File: config.mk
export PLATFORM = sky130hd
export DESIGN_NAME = operand_fetch
export DESIGN_NICKNAME = d
export VERILOG_FILES = /design/src/rtl/operand_fetch.sv
export SDC_FILE = /design/constraint.sdc
export NUM_CORES = 1
export LEC_CHECK = 0
export CORE_ASPECT_RATIO = 0.8
export CORE_UTILIZATION = 40
export CTS_CLUSTER_DIAMETER = 100
export CTS_CLUSTER_SIZE = 12
export DETAILED_ROUTE_END_ITERATION = 12
export HOLD_SLACK_MARGIN = 0.08
export PLACE_DENSITY = 0.77
export SYNTH_ARGS = -nofsm -noshare
export SYNTH_HDL_FRONTEND = slang
export SYNTH_SLANG_ARGS = --single-unit
File: constraint.sdc
create_clock -name clk -period 3.44 [get_ports clk]
set_input_delay 1.032 -clock clk [delete_from_list [all_inputs] [get_ports clk]]
set_output_delay 1.032 -clock clk [all_outputs]
set_load 0.02 [all_outputs]
File: src/rtl/operand_fetch.sv
// rtl/operand_fetch.sv - operand fetch stage with scoreboard, writeback bypass and one-entry output register
// Resolves source operands, blocks on RAW/WAW hazards and hands a registered bundle downstream.
module operand_fetch (
    input  logic        clk,
    input  logic        reset,
    input  logic        issue_valid,
    output logic        issue_ready,
    input  logic [4:0]  issue_rs1,
    input  logic [4:0]  issue_rs2,
    input  logic [4:0]  issue_rd,
    input  logic        issue_rd_write,
    output logic [4:0]  rf_rs1,
    output logic [4:0]  rf_rs2,
    input  logic [31:0] rf_data1,
    input  logic [31:0] rf_data2,
    input  logic        wb_valid,
    input  logic [4:0]  wb_rd,
    input  logic [31:0] wb_data,
    output logic        op_valid,
    input  logic        op_ready,
    output logic [31:0] op_a,
    output logic [31:0] op_b,
    output logic [4:0]  op_rd,
    output logic        op_rd_write,
    output logic [31:0] pending
);

    logic        op_valid_q, op_valid_d;
    logic [31:0] op_a_q, op_a_d;
    logic [31:0] op_b_q, op_b_d;
    logic [4:0]  op_rd_q, op_rd_d;
    logic        op_rd_write_q, op_rd_write_d;
    logic [31:0] pending_q, pending_d;

    logic        rs1_hazard;
    logic        rs2_hazard;
    logic        waw_hazard;
    logic        accept;
    logic        wb_live;

    // A writeback landing this cycle retires the outstanding write, so it never blocks.
    function automatic logic is_hazard(input logic [4:0]  idx,
                                       input logic [31:0] pend,
                                       input logic        wbv,
                                       input logic [4:0]  wbrd);
        return (idx != 5'd0) && pend[idx] && !(wbv && (wbrd == idx));
    endfunction

    function automatic logic [31:0] resolve(input logic [4:0]  idx,
                                            input logic [31:0] rf_val,
                                            input logic        wbv,
                                            input logic [4:0]  wbrd,
                                            input logic [31:0] wbd);
        if (idx == 5'd0) begin
            return 32'd0;
        end else if (wbv && (wbrd == idx)) begin
            return wbd;
        end
        return rf_val;
    endfunction

    assign rf_rs1  = issue_rs1;
    assign rf_rs2  = issue_rs2;
    assign wb_live = wb_valid && (wb_rd != 5'd0);

    always_comb begin
        rs1_hazard  = is_hazard(issue_rs1, pending_q, wb_valid, wb_rd);
        rs2_hazard  = is_hazard(issue_rs2, pending_q, wb_valid, wb_rd);
        waw_hazard  = issue_rd_write && is_hazard(issue_rd, pending_q, wb_valid, wb_rd);
        issue_ready = (!op_valid_q || op_ready) && !rs1_hazard && !rs2_hazard && !waw_hazard;
        accept      = issue_valid && issue_ready;
    end

    always_comb begin
        op_valid_d    = op_valid_q;
        op_a_d        = op_a_q;
        op_b_d        = op_b_q;
        op_rd_d       = op_rd_q;
        op_rd_write_d = op_rd_write_q;
        pending_d     = pending_q;

        if (accept) begin
            op_valid_d    = 1'b1;
            op_a_d        = resolve(issue_rs1, rf_data1, wb_live, wb_rd, wb_data);
            op_b_d        = resolve(issue_rs2, rf_data2, wb_live, wb_rd, wb_data);
            op_rd_d       = issue_rd;
            op_rd_write_d = issue_rd_write;
        end else if (op_ready) begin
            op_valid_d    = 1'b0;
        end

        // Clear first so a same-cycle set of the same bit takes priority.
        if (wb_live) begin
            pending_d[wb_rd] = 1'b0;
        end
        if (accept && issue_rd_write && (issue_rd != 5'd0)) begin
            pending_d[issue_rd] = 1'b1;
        end
        pending_d[0] = 1'b0;
    end

    always_ff @(posedge clk or posedge reset) begin
        if (reset) begin
            op_valid_q    <= 1'b0;
            op_a_q        <= 32'd0;
            op_b_q        <= 32'd0;
            op_rd_q       <= 5'd0;
            op_rd_write_q <= 1'b0;
            pending_q     <= 32'd0;
        end else begin
            op_valid_q    <= op_valid_d;
            op_a_q        <= op_a_d;
            op_b_q        <= op_b_d;
            op_rd_q       <= op_rd_d;
            op_rd_write_q <= op_rd_write_d;
            pending_q     <= pending_d;
        end
    end

    assign op_valid    = op_valid_q;
    assign op_a        = op_a_q;
    assign op_b        = op_b_q;
    assign op_rd       = op_rd_q;
    assign op_rd_write = op_rd_write_q;
    assign pending     = pending_q;

endmodule

# Word-level counts from Yosys, hierarchy flattened
# Cells that the tools add are included.
# word_totals
regBits,102
inputBits,122
output_inout_bits,114
elab_cells,80
# op_classes
n_lt_le_gt_ge,6
eq_ne,3
muxes,26
bitwise_logic,3
reduce_logical,36
# op_table
operator,n
two-way mux 32 bit,8
bitwise AND 32 bit,1
inverter 32 bit,1
bitwise OR 32 bit,1
< comparator 5 x 6 -> 1 bit (second input constant),4
logical AND 1 bit,21
nonzero test 5 bit,4
binary-select mux 1 bit (select 5 bit),3
== test 5 bit,3
two-way mux 1 bit,13
demux 1 bit (select 5 bit),2
>= comparator 5 x 1 -> 1 bit (second input constant),2
logical NOT 5 bit,2
logical NOT 1 bit,7
nonzero test 2 bit,1
logical OR 1 bit,1

# Depth between registers and ports, before layout
# depth
word_depth,12
mapped_depth,11
mapped_depth_nobuf,7

# Worst setup path after synthesis
# OpenSTA, ideal clock, no wires.
# synth_timing
kind,input -> output
from,input port issue_rd[0]
to,output port issue_ready
arrival_time_ns,2.465
slack_ns,-0.057
path_stages,6
path_cell_list,buf_6 -> mux4_2 -> a211oi_1 -> o2111ai_1 -> nand4_1 -> and4_1
# synth_via
elab_chain_cells,7
elab_cells_between_ends,11
# synth_rtl
item,line,text
"start, declared",10,"input logic [4:0] issue_rd,"
binary-select mux 1 bit (select 5 bit) / == test 5 bit (equally long branches),46,return (idx != 5'd0) && pend[idx] && !(wbv && (wbrd == idx));
two-way mux 1 bit (implied by the code) / logical AND 1 bit (equally long branches),46,
logical AND 1 bit / logical NOT 1 bit (equally long branches),46,
logical AND 1 bit *,46,
logical AND 1 bit *,69,"waw_hazard = issue_rd_write && is_hazard(issue_rd, pending_q, wb_valid, wb_rd);"
logical NOT 1 bit *,70,issue_ready = (!op_valid_q || op_ready) && !rs1_hazard && !rs2_hazard && !waw_hazard;
logical AND 1 bit *,70,
"end, declared",7,"output logic issue_ready,"
# Mark *: on every way between the ends. The rest lies on a longest branch, timed or not. The select of a mux whose other input is x is not followed.

# Worst setup path in the final report
# layout_timing
from,input port issue_rs1[1]
to,output port issue_ready
# layout_via
elab_chain_cells,8
elab_cells_between_ends,12
# layout_rtl
item,line,text
"start, declared",8,"input logic [4:0] issue_rs1,"
binary-select mux 1 bit (select 5 bit) / == test 5 bit (equally long branches),46,
two-way mux 1 bit (implied by the code) / logical AND 1 bit (equally long branches),46,
logical AND 1 bit / logical NOT 1 bit (equally long branches),46,
logical AND 1 bit *,46,
logical NOT 1 bit *,70,
logical AND 1 bit * (3 in series),70,
# Marked as above.

==> impl_metrics.toml <==
[timing]
fin_skew_ns = 0.00835
min_period_ns = 3.65
rsz0062_at_grt = "yes"
fin_ws_ns = -0.207
fin_crit_sh = 1.06
hold_ws_ns = 0.507
slew-limit-headroom = 0.627
hold_viol_final = 0
fmax_mhz = 274
setup_viol = 1
tightest_slew_ns = 0.560
drv_slew = 0

[clocking]
cts_root_buf = "clkbuf_16"
cts_tree = "yes"
clkTransAtPathRegs_ns = 0.07
cts_made_buffers = 9
clk_latency_ns = 0.35
htreeDepth = 3
cts_sinks = 102
cts_max_path_buffers = 2

[yosys]
synthArstFlopShare = 1.00
yosysTopAreaCellShare = 0.416
synth_area_mm2 = 0.00614
synth-edff-count = 0
synth.distinct_cells = 45
ys_seq_area_frac = 0.416
ys_warn_count = 0
syn_inst = 511
synthTopCellsByCount = "dfrtp_1, mux2_4, a22o_1"
avgSynthCellArea_um2 = 12.0
ys.flop_type = "dfrtp_1"
yosysTopAreaCell = "dfrtp_1"
yosysMostFrequentCell = "dfrtp_1"
syn_nets = 633
synth_area_leaders = "dfrtp_1, mux2_4, a22o_1"
yosys_register_bits = 102

[worst_setup_path]
path_cells = "buf_8, buf_12, mux4_2, mux2i_4, nand3_2, nand4_1, and4_4, buf_6"
slowest_stage = "mux4_2"
crit_arrival_ns = 2.62
cp-start-kind = "input port"
worstPathRequired_ns = 2.41
crit_type = "in -> out"
slowest_delay_ns = 0.52
crit_path_max_fanout = 5
cp-end-kind = "output pin"

[placed_design]
dp.final_hpwl_mm = 16.0
port_buffers = 234
place_congestion = 0.985

[global_routing]
grt_antenna_before_repair = 0
grt_util_all_layers = 0.274
grt-ovfl-total = 0
grt_pass1_wl_mm = 32.9
grt_pass1_vias = 5755
grt_max_degree = 103

[drt]
drt-vias-per-instance = 5.72
vias = 5625
drt-initial-drc-count = 501
wl_mm = 21.5
antenna_left = 0
wl_per_cell_um = 21.8
drc = 0
firstDrtPassIters = 5

[floorplanning]
core_mm2 = 0.0150
die_width_um = 140
ios = 236
die_area_mm2 = 0.0158
initial_core_util = 0.409
rows = 40
die_h_um = 113

[final_layout]
drive_above_1_share = 0.299
antennaDiodeCount = 0
fillCellCount = 1139
nets = 913
area_growth_pct = 57.3
finish.utilization = 0.643

[run_status]
outcome = "complete, but fails checks"
violations = "negative setup slack"

[pwr]
combPwrFrac = 0.454
vdd_ir_drop_max_mv = 0.273
power_frac_seq = 0.356
leakagePower_nw = 4.11
switchingPower_mw = 1.65
p_per_area_mw_per_mm2 = 510
p_int_mw = 3.27
switching_share = 0.336
clkPwrFrac = 0.190

[run]
drv_cap = 0

[worst_hold_path]
min_path_type = "reg -> reg"
[placed cells by master, fill, tap and decap left out, types with 9 or more instances in the layout]
cell type | Yosys | routed
mux2i_1 | 36 | 33
a22o_1 | 47 | 47
mux2_4 | 48 | 48
o31ai_1 | 31 | 31
buf_12 | 0 | 10
mux2_2 | 22 | 22
nor2_1 | 24 | 21
clkbuf_16 | 0 | 9
mux4_2 | 15 | 15
o21ai_0 | 34 | 33
buf_4 | 14 | 76
dfrtp_1 | 102 | 102
clkdlybuf4s50_1 | 0 | 213
nand3b_1 | 11 | 11
[cells by family after synthesis]
| kind of cell | Yosys count | share of synthesized area |
|---|---|---|
| flops | 102 | 0.416 |
| other cells | 1 | 0.000611 |
| simple gates | 85 | 0.0818 |
| compound gates | 128 | 0.150 |
| mux | 121 | 0.272 |
| buf+inv | 59 | 0.0585 |
| xor+xnor | 15 | 0.0214 |
[final timing paths]
kind,from,slack [ns],cells past startpoint,end
worst min-delay path,op_b[11]$_DFFE_PP0P_,0.51,1,op_b[11]$_DFFE_PP0P_
min in group asynchronous,reset,1.17,3,op_b[31]$_DFFE_PP0P_
worst max-delay path,issue_rs1[1],-0.21,8,issue_ready
max in group asynchronous,reset,1.82,3,pending[17]$_DFF_PP0_
worst min register to register,op_b[11]$_DFFE_PP0P_,0.51,1,op_b[11]$_DFFE_PP0P_
worst max register to register,pending[7]$_DFF_PP0_,0.58,12,op_a[4]$_DFFE_PP0P_
[what timing repair did]
action / CTS / global route
hold buffers: 0 / 0
gates resized for setup: 95 / 14
setup endpoints to repair: 67 / 10
gates cloned: 3 / 0
setup buffers: 18 / 0
pin swaps: 17 / 6
[power by group through the flow]
stage / logic, mW / clock network [mW] / registers (mW)
after floorplan: 0.720 / 0 / 2.12
after global routing: 2.34 / 1.02 / 1.79
after detailed placement: 2.17 / 0 / 1.77
final: 2.23 / 0.935 / 1.75
after CTS: 2.23 / 0.962 / 1.75
after global placement: 2.15 / 0 / 1.75
[layout make-up]
| class | instances | area (µm²) | area share |
|---|---|---|---|
| Clock buffer | 12 | 246 | 0.0255 |
| Sequential cell | 102 | 2550 | 0.264 |
| Clock inverter | 3 | 21.3 | 0.00220 |
| Tap cell | 189 | 236 | 0.0245 |
| Inverter | 3 | 15.0 | 0.00155 |
| Timing Repair Buffer | 325 | 3170 | 0.329 |
| Multi-Input combinational cell | 350 | 3410 | 0.353 |
[state kept, by name (all words and copies together) (netlist names)]
name,count
op_a,32
op_b,32
op_rd,5
op_rd_write,1
op_valid,1
pending,31
[routing by layer]
metal	track usage	part of all wire	vias to the layer above
li1	-	-	2491
met1	0.380	0.44	2814
met2	0.440	0.47	283
met3	0.0491	0.073	37
met4	0.0783	0.017	0
met5	0	0	-
[per-stage QoR]
step | area, µm² | TNS (ns) | instances | power [mW] | setup slack (ns)
floorplan | 6150 | 0 | 511 | 2.84 | 0.0240
detailed placement | 9080 | -38.90 | 951 | 3.94 | -1.21
global route | 9660 | -0.220 | 984 | 5.15 | -0.196
CTS | 9640 | -0.143 | 985 | 4.94 | -0.143
finish | 9660 | -0.207 | 984 | 4.92 | -0.207
global placement | 9080 | -39.42 | 951 | 3.90 | -1.20
[worst max-delay path, delay by kind of cell]
| family | cells | cell delay [ns] |
|---|---|---|
| muxes | 2 | 0.74 |
| and+or+nand+nor | 3 | 0.51 |
| buffers and inverters | 3 | 0.33 |
(Power assumes the default switching activity.)
==> RTL change 1, RTL diff (same settings) <==
Take the reset off `op_b_q` and load it in a clocked block of its own.
--- a/src/rtl/operand_fetch.sv
+++ b/src/rtl/operand_fetch.sv
@@ -103,18 +103,20 @@
         if (reset) begin
             op_valid_q    <= 1'b0;
             op_a_q        <= 32'd0;
-            op_b_q        <= 32'd0;
             op_rd_q       <= 5'd0;
             op_rd_write_q <= 1'b0;
             pending_q     <= 32'd0;
         end else begin
             op_valid_q    <= op_valid_d;
             op_a_q        <= op_a_d;
-            op_b_q        <= op_b_d;
             op_rd_q       <= op_rd_d;
             op_rd_write_q <= op_rd_write_d;
             pending_q     <= pending_d;
         end
+    end
+
+    always_ff @(posedge clk) begin
+        op_b_q <= op_b_d;
     end
 
     assign op_valid    = op_valid_q;
Check against the original RTL: not equivalent (a bounded check fails within 4 cycles, from zero or initial values and one cycle with reset high).
==> RTL change 1 against the unedited design <==
- the flow still finishes with violations (setup timing)
- total power is 12% lower
- wire length is 0.35% lower
- clock skew hardly changed
- maximum frequency is 2.8% lower
- sequential power is 7% lower
- count of clock-buffer cells in the layout is 3 lower
- sequential cell count stayed put
- synthesized area is 6.6% lower
- final area is 4.0% lower
- worst setup slack worse by 100 ps
- clock power is 14% higher
==> RTL change 1: results (changes against the unedited design) <==
Parameter                              Value

Synthesis
  Average cell area after synthesis ... 11.94 um2 (was 12.01 um2)
  Post-synthesis sequential area ratio ... 47.33% (was 41.59%)
  Multiplexer area fraction after synthesis ... 17.11% (was 27.16%)
  Area fraction in compound gates after synthesis ... 19.62% (was 15.03%)
  Dominant cells by area after synthesis ... sky130_fd_sc_hd__dfrtp_1 (31%), sky130_fd_sc_hd__edfxtp_1 (17%), sky130_fd_sc_hd__a22o_1 (9.8%) (was sky130_fd_sc_hd__dfrtp_1 (42%), sky130_fd_sc_hd__mux2_4 (12%), sky130_fd_sc_hd__a22o_1 (6.7%))
  Post-Synth XOR/XNOR Area ... 2.292% (was 2.141%)
  Syn nets ... 602 (was 633)
  Async set-or-reset flop fraction in the synthesized netlist ... 68.63% (was 100.0%)
  Unique cell type count in the Yosys netlist ... 51 (was 45)
  Most frequent cells after synthesis ... sky130_fd_sc_hd__dfrtp_1 (70), sky130_fd_sc_hd__a22o_1 (64), sky130_fd_sc_hd__o21ai_0 (41) (was sky130_fd_sc_hd__dfrtp_1 (102), sky130_fd_sc_hd__mux2_4 (48), sky130_fd_sc_hd__a22o_1 (47))
  Post-synth EDFFs ... 32 (was 0)

Route
  Total via count after detailed routing ... 5579 (was 5625)
  Routed length on met2 ... 9.930 mm (was 10.07 mm)
  DRC marker count from the first detailed-route iteration ... 586 (was 501)
  Post-route met1 wirelength ... 8.743 mm (was 9.482 mm)
  Met3 Routed Length ... 2.050 mm (was 1.566 mm)
  First-pass DRT Iterations ... 6 (was 5)

Placement
  Dpl ws ... -1245 ps (was -1208 ps)
  Final estimated routing congestion in global placement ... 0.9775 (was 0.9845)
  Number of cells after detailed placement ... 926 (was 951)

Global route
  Number of global-route vias before repair ... 5364 (was 5755)
  Total global-route track usage ... 28.39% (was 27.35%)
  Global-route wire length before repair ... 30.82 mm (was 32.94 mm)
  Largest net degree at the start of global routing ... 71 (was 103)

STA
  Setup violations, final ... 1 (unchanged)
  Final clock skew ... 8.754 ps (was 8.349 ps)
  Fin worst setup slack ... -310.6 ps (was -207.3 ps)

Final layout
  Number of nets in the layout ... 891 (was 913)
  Count of fill cells added during filler insertion ... 1062 (was 1139)
  Ratio of cells with drive above 1 in the final layout ... 25.84% (was 29.94%)
  Final non-filler cell total ... 954 (was 984)

Clocking
  Clock-pin slew reported for the worst setup and hold paths after clock tree synthesis ... 70 ps (about the same)
  Worst-case clock buffer depth ... 2 (unchanged)

Status
  Failing checks ... setup timing (unchanged)
  Outcome ... finished, violations left (unchanged)

Pwr
  Internal portion of total power ... 2913 uW (was 3268 uW)
  Maximum ir drop on the vdd rail ... 366.7 uV (was 272.5 uV)

Worst setup path
  Crit path arrival time ... 2720 ps (was 2620 ps)
  Setup slack, reg-to-reg ... 730 ps (was 580 ps)
RTL change 1: power groups by stage:
stage | Combinational, uW | Sequential (uW) | Clock (uW)
after floorplan | 488 | 1870 | 0
after global placement | 1550 | 1640 | 0
after detailed placement | 1570 | 1650 | 0
after CTS | 1590 | 1620 | 1090
after global routing | 1680 | 1650 | 1150
final | 1600 | 1630 | 1070
RTL change 1: layout make-up:
class                      instances  share of cell area (%)
inverter                           4                  0.2025
sequential                       102                   29.27
clock buffer                       9                   2.430
clock inverter                     7                  0.8507
timing repair buffer             331                   34.39
tap                              180                   2.430
multi-input combinational        321                   30.42
RTL change 1: worst paths after layout:
check / startpoint / end / depth (start not counted)
worst max-delay path: issue_rd[0] / issue_ready / 8
worst min-delay path: op_a[8]$_DFFE_PP0P_ / op_a[8]$_DFFE_PP0P_ / 1
worst max register to register: pending[18]$_DFF_PP0_ / pending[3]$_DFF_PP0_ / 8
worst min register to register: op_a[8]$_DFFE_PP0P_ / op_a[8]$_DFFE_PP0P_ / 1
max in group asynchronous: reset / op_a[21]$_DFFE_PP0P_ / 3
min in group asynchronous: reset / op_a[30]$_DFFE_PP0P_ / 3
RTL change 1: per-stage QoR:
| step | util, % | area, um2 | power, uW | hold WS (ps) | TNS, ps |
|---|---|---|---|---|---|
| 5_1_grt | 67.21 | 9266 | 4480 | 520.8 | -351.6 |
| 3_3_place_gp | 63.62 | 8772 | 3189 | 486.5 | -44090 |
| 6_report | 67.21 | 9266 | 4309 | 505.3 | -310.6 |
| 4_1_cts | 66.67 | 9193 | 4305 | 509.2 | -325.8 |
| 2_1_floorplan | - | 5759 | 2360 | 635.2 | -66.37 |
| 3_5_place_dp | 63.62 | 8772 | 3214 | 492.4 | -43830 |
RTL change 1: per-layer routing:
layer,global-route usage (%),vias up
li1,-,2439
met1,37.53,2759
met2,42.67,325
met3,9.205,56
met4,11.88,0
met5,0,-
RTL change 1: timing repair:
item                                    in CTS  in global routing
resized for setup                           42                 20
endpoints found under the setup margin      82                  1
pin swaps                                   14                 12
buffers inserted                             8                  3
cloned                                       1                  0
RTL change 1: worst max-delay path, cell delays in order:
cell and delay (ps):
sky130_fd_sc_hd__buf_8 80, sky130_fd_sc_hd__buf_6 110, sky130_fd_sc_hd__mux4_2 500, sky130_fd_sc_hd__nand2_1 90, sky130_fd_sc_hd__nand4_1 170, sky130_fd_sc_hd__o32ai_4 390, sky130_fd_sc_hd__and3_4 230, sky130_fd_sc_hd__buf_6 110
RTL change 1: logic make-up (layout without fill, tap and decap cells):
group / count (synthesis) / in the layout
mux: 73 / 73
compound gates: 154 / 154
simple gates: 78 / 78
other cells: 1 / 1
flops: 102 / 102
xor+xnor: 15 / 15
buf+inv: 57 / 351
==> RTL change 2, RTL diff (config.mk and constraints unchanged) <==
Made on the original files. Reset style: synchronous (`reset`), changed in one clocked block.
--- a/src/rtl/operand_fetch.sv
+++ b/src/rtl/operand_fetch.sv
@@ -99,7 +99,7 @@
         pending_d[0] = 1'b0;
     end
 
-    always_ff @(posedge clk or posedge reset) begin
+    always_ff @(posedge clk) begin
         if (reset) begin
             op_valid_q    <= 1'b0;
             op_a_q        <= 32'd0;
Check against the original RTL: differs if reset is asserted again (counterexample within 4 cycles, from zero or initial values and one cycle with reset high); with reset held inactive, the same outputs for 4 cycles.
==> RTL change 2 against the unedited design <==
- the flow still finishes with violations (setup timing)
- synthesized area shrank 4.0%
- sequential cell count is the same
- final area grew 1.3%
- worst setup slack lost 170 ps
- wire length grew 24%
- highest routed layer unchanged
Power is not compared: it rests on default switching activity, and its combinational part moved more than twofold at a synthesized area within 25%.
==> RTL change 2: results (changes against the unedited design) <==
Parameter                              Value

Synthesis
  Dominant cells by area after synthesis ... sky130_fd_sc_hd__dfxtp_1 (35%), sky130_fd_sc_hd__mux2i_1 (8.2%), sky130_fd_sc_hd__mux4_2 (5.7%) (was sky130_fd_sc_hd__dfrtp_1 (42%), sky130_fd_sc_hd__mux2_4 (12%), sky130_fd_sc_hd__a22o_1 (6.7%))
  Post-synthesis sequential area ratio ... 34.65% (was 41.59%)
  Multiplexer area fraction after synthesis ... 14.65% (was 27.16%)
  Area fraction in compound gates after synthesis ... 27.03% (was 15.03%)
  Async set-or-reset flop fraction in the synthesized netlist ... 0% (was 100.0%)
  Post-Synth XOR/XNOR Area ... 2.081% (was 2.141%)

Status
  Outcome ... finished, violations left (unchanged)
  Failing checks ... setup timing (unchanged)

Worst setup path
  Maximum fanout count along the critical path ... 3 (was 5)
  Launching element of the worst setup path ... issue_rd[0] (was issue_rs1[1])
  Crit path arrival time ... 2790 ps (was 2620 ps)
  Worst r2r src ... pending[13]$_SDFF_PP0_ (was pending[7]$_DFF_PP0_)
  Setup slack, reg-to-reg ... 390 ps (was 580 ps)
  Largest delay share family, worst path ... compound AO/OA/AOI/OAI gates (was multiplexers)
  Capture instance of the worst register-to-register path ... pending[29]$_SDFF_PP0_ (was op_a[4]$_DFFE_PP0P_)

Placement
  Dpl ws ... -1448 ps (was -1208 ps)
  Final estimated routing congestion in global placement ... 1.052 (was 0.9845)

Min path
  HP Start ... op_b[24]$_SDFFE_PP0P_ (was op_b[11]$_DFFE_PP0P_)

STA
  Final clock skew ... 11.28 ps (was 8.349 ps)
  Fin worst setup slack ... -377.8 ps (was -207.3 ps)
  Setup violations, final ... 1 (unchanged)
  Relative slew slack ... 55.03% (was 62.67%)
  Post-Route Hold Slack ... 484.3 ps (was 506.8 ps)

Global route
  Number of global-route vias before repair ... 6432 (was 5755)
  Largest net degree at the start of global routing ... 64 (was 103)
  Global-route wire length before repair ... 38.62 mm (was 32.94 mm)

Route
  Total via count after detailed routing ... 6899 (was 5625)
  DRC marker count from the first detailed-route iteration ... 736 (was 501)
  Final wirelength ... 26.59 mm (was 21.48 mm)

Final layout
  Ratio of cells with drive above 1 in the final layout ... 25.79% (was 29.94%)
-- RTL change 2: final cells by class --
type / instances / area [um2]
inverter: 4 / 15.01
tap: 184 / 230.2
timing repair buffer: 354 / 3435
clock buffer: 9 / 225.2
fill: 1129 / 4564
multi-input combinational: 439 / 3749
sequential: 102 / 2042
clock inverter: 7 / 86.33
-- RTL change 2: metrics by stage --
step / TNS (ps) / total power (uW) / area (um2)
2_1_floorplan: -450.3 / 1744 / 5924
3_3_place_gp: -66840 / 2206 / 9070
3_5_place_dp: -70690 / 2220 / 9070
4_1_cts: -388.7 / 3313 / 9527
5_1_grt: -427.9 / 3472 / 9782
6_report: -377.8 / 3358 / 9782
-- RTL change 2: per-layer routing --
| metal | track usage [%] | vias up | wire length (um) |
|---|---|---|---|
| li1 | - | 3055 | - |
| met1 | 50.43 | 3405 | 11870 |
| met2 | 49.61 | 394 | 11670 |
| met3 | 8.310 | 45 | 2608 |
| met4 | 7.826 | 0 | 444 |
| met5 | 0 | - | 0 |
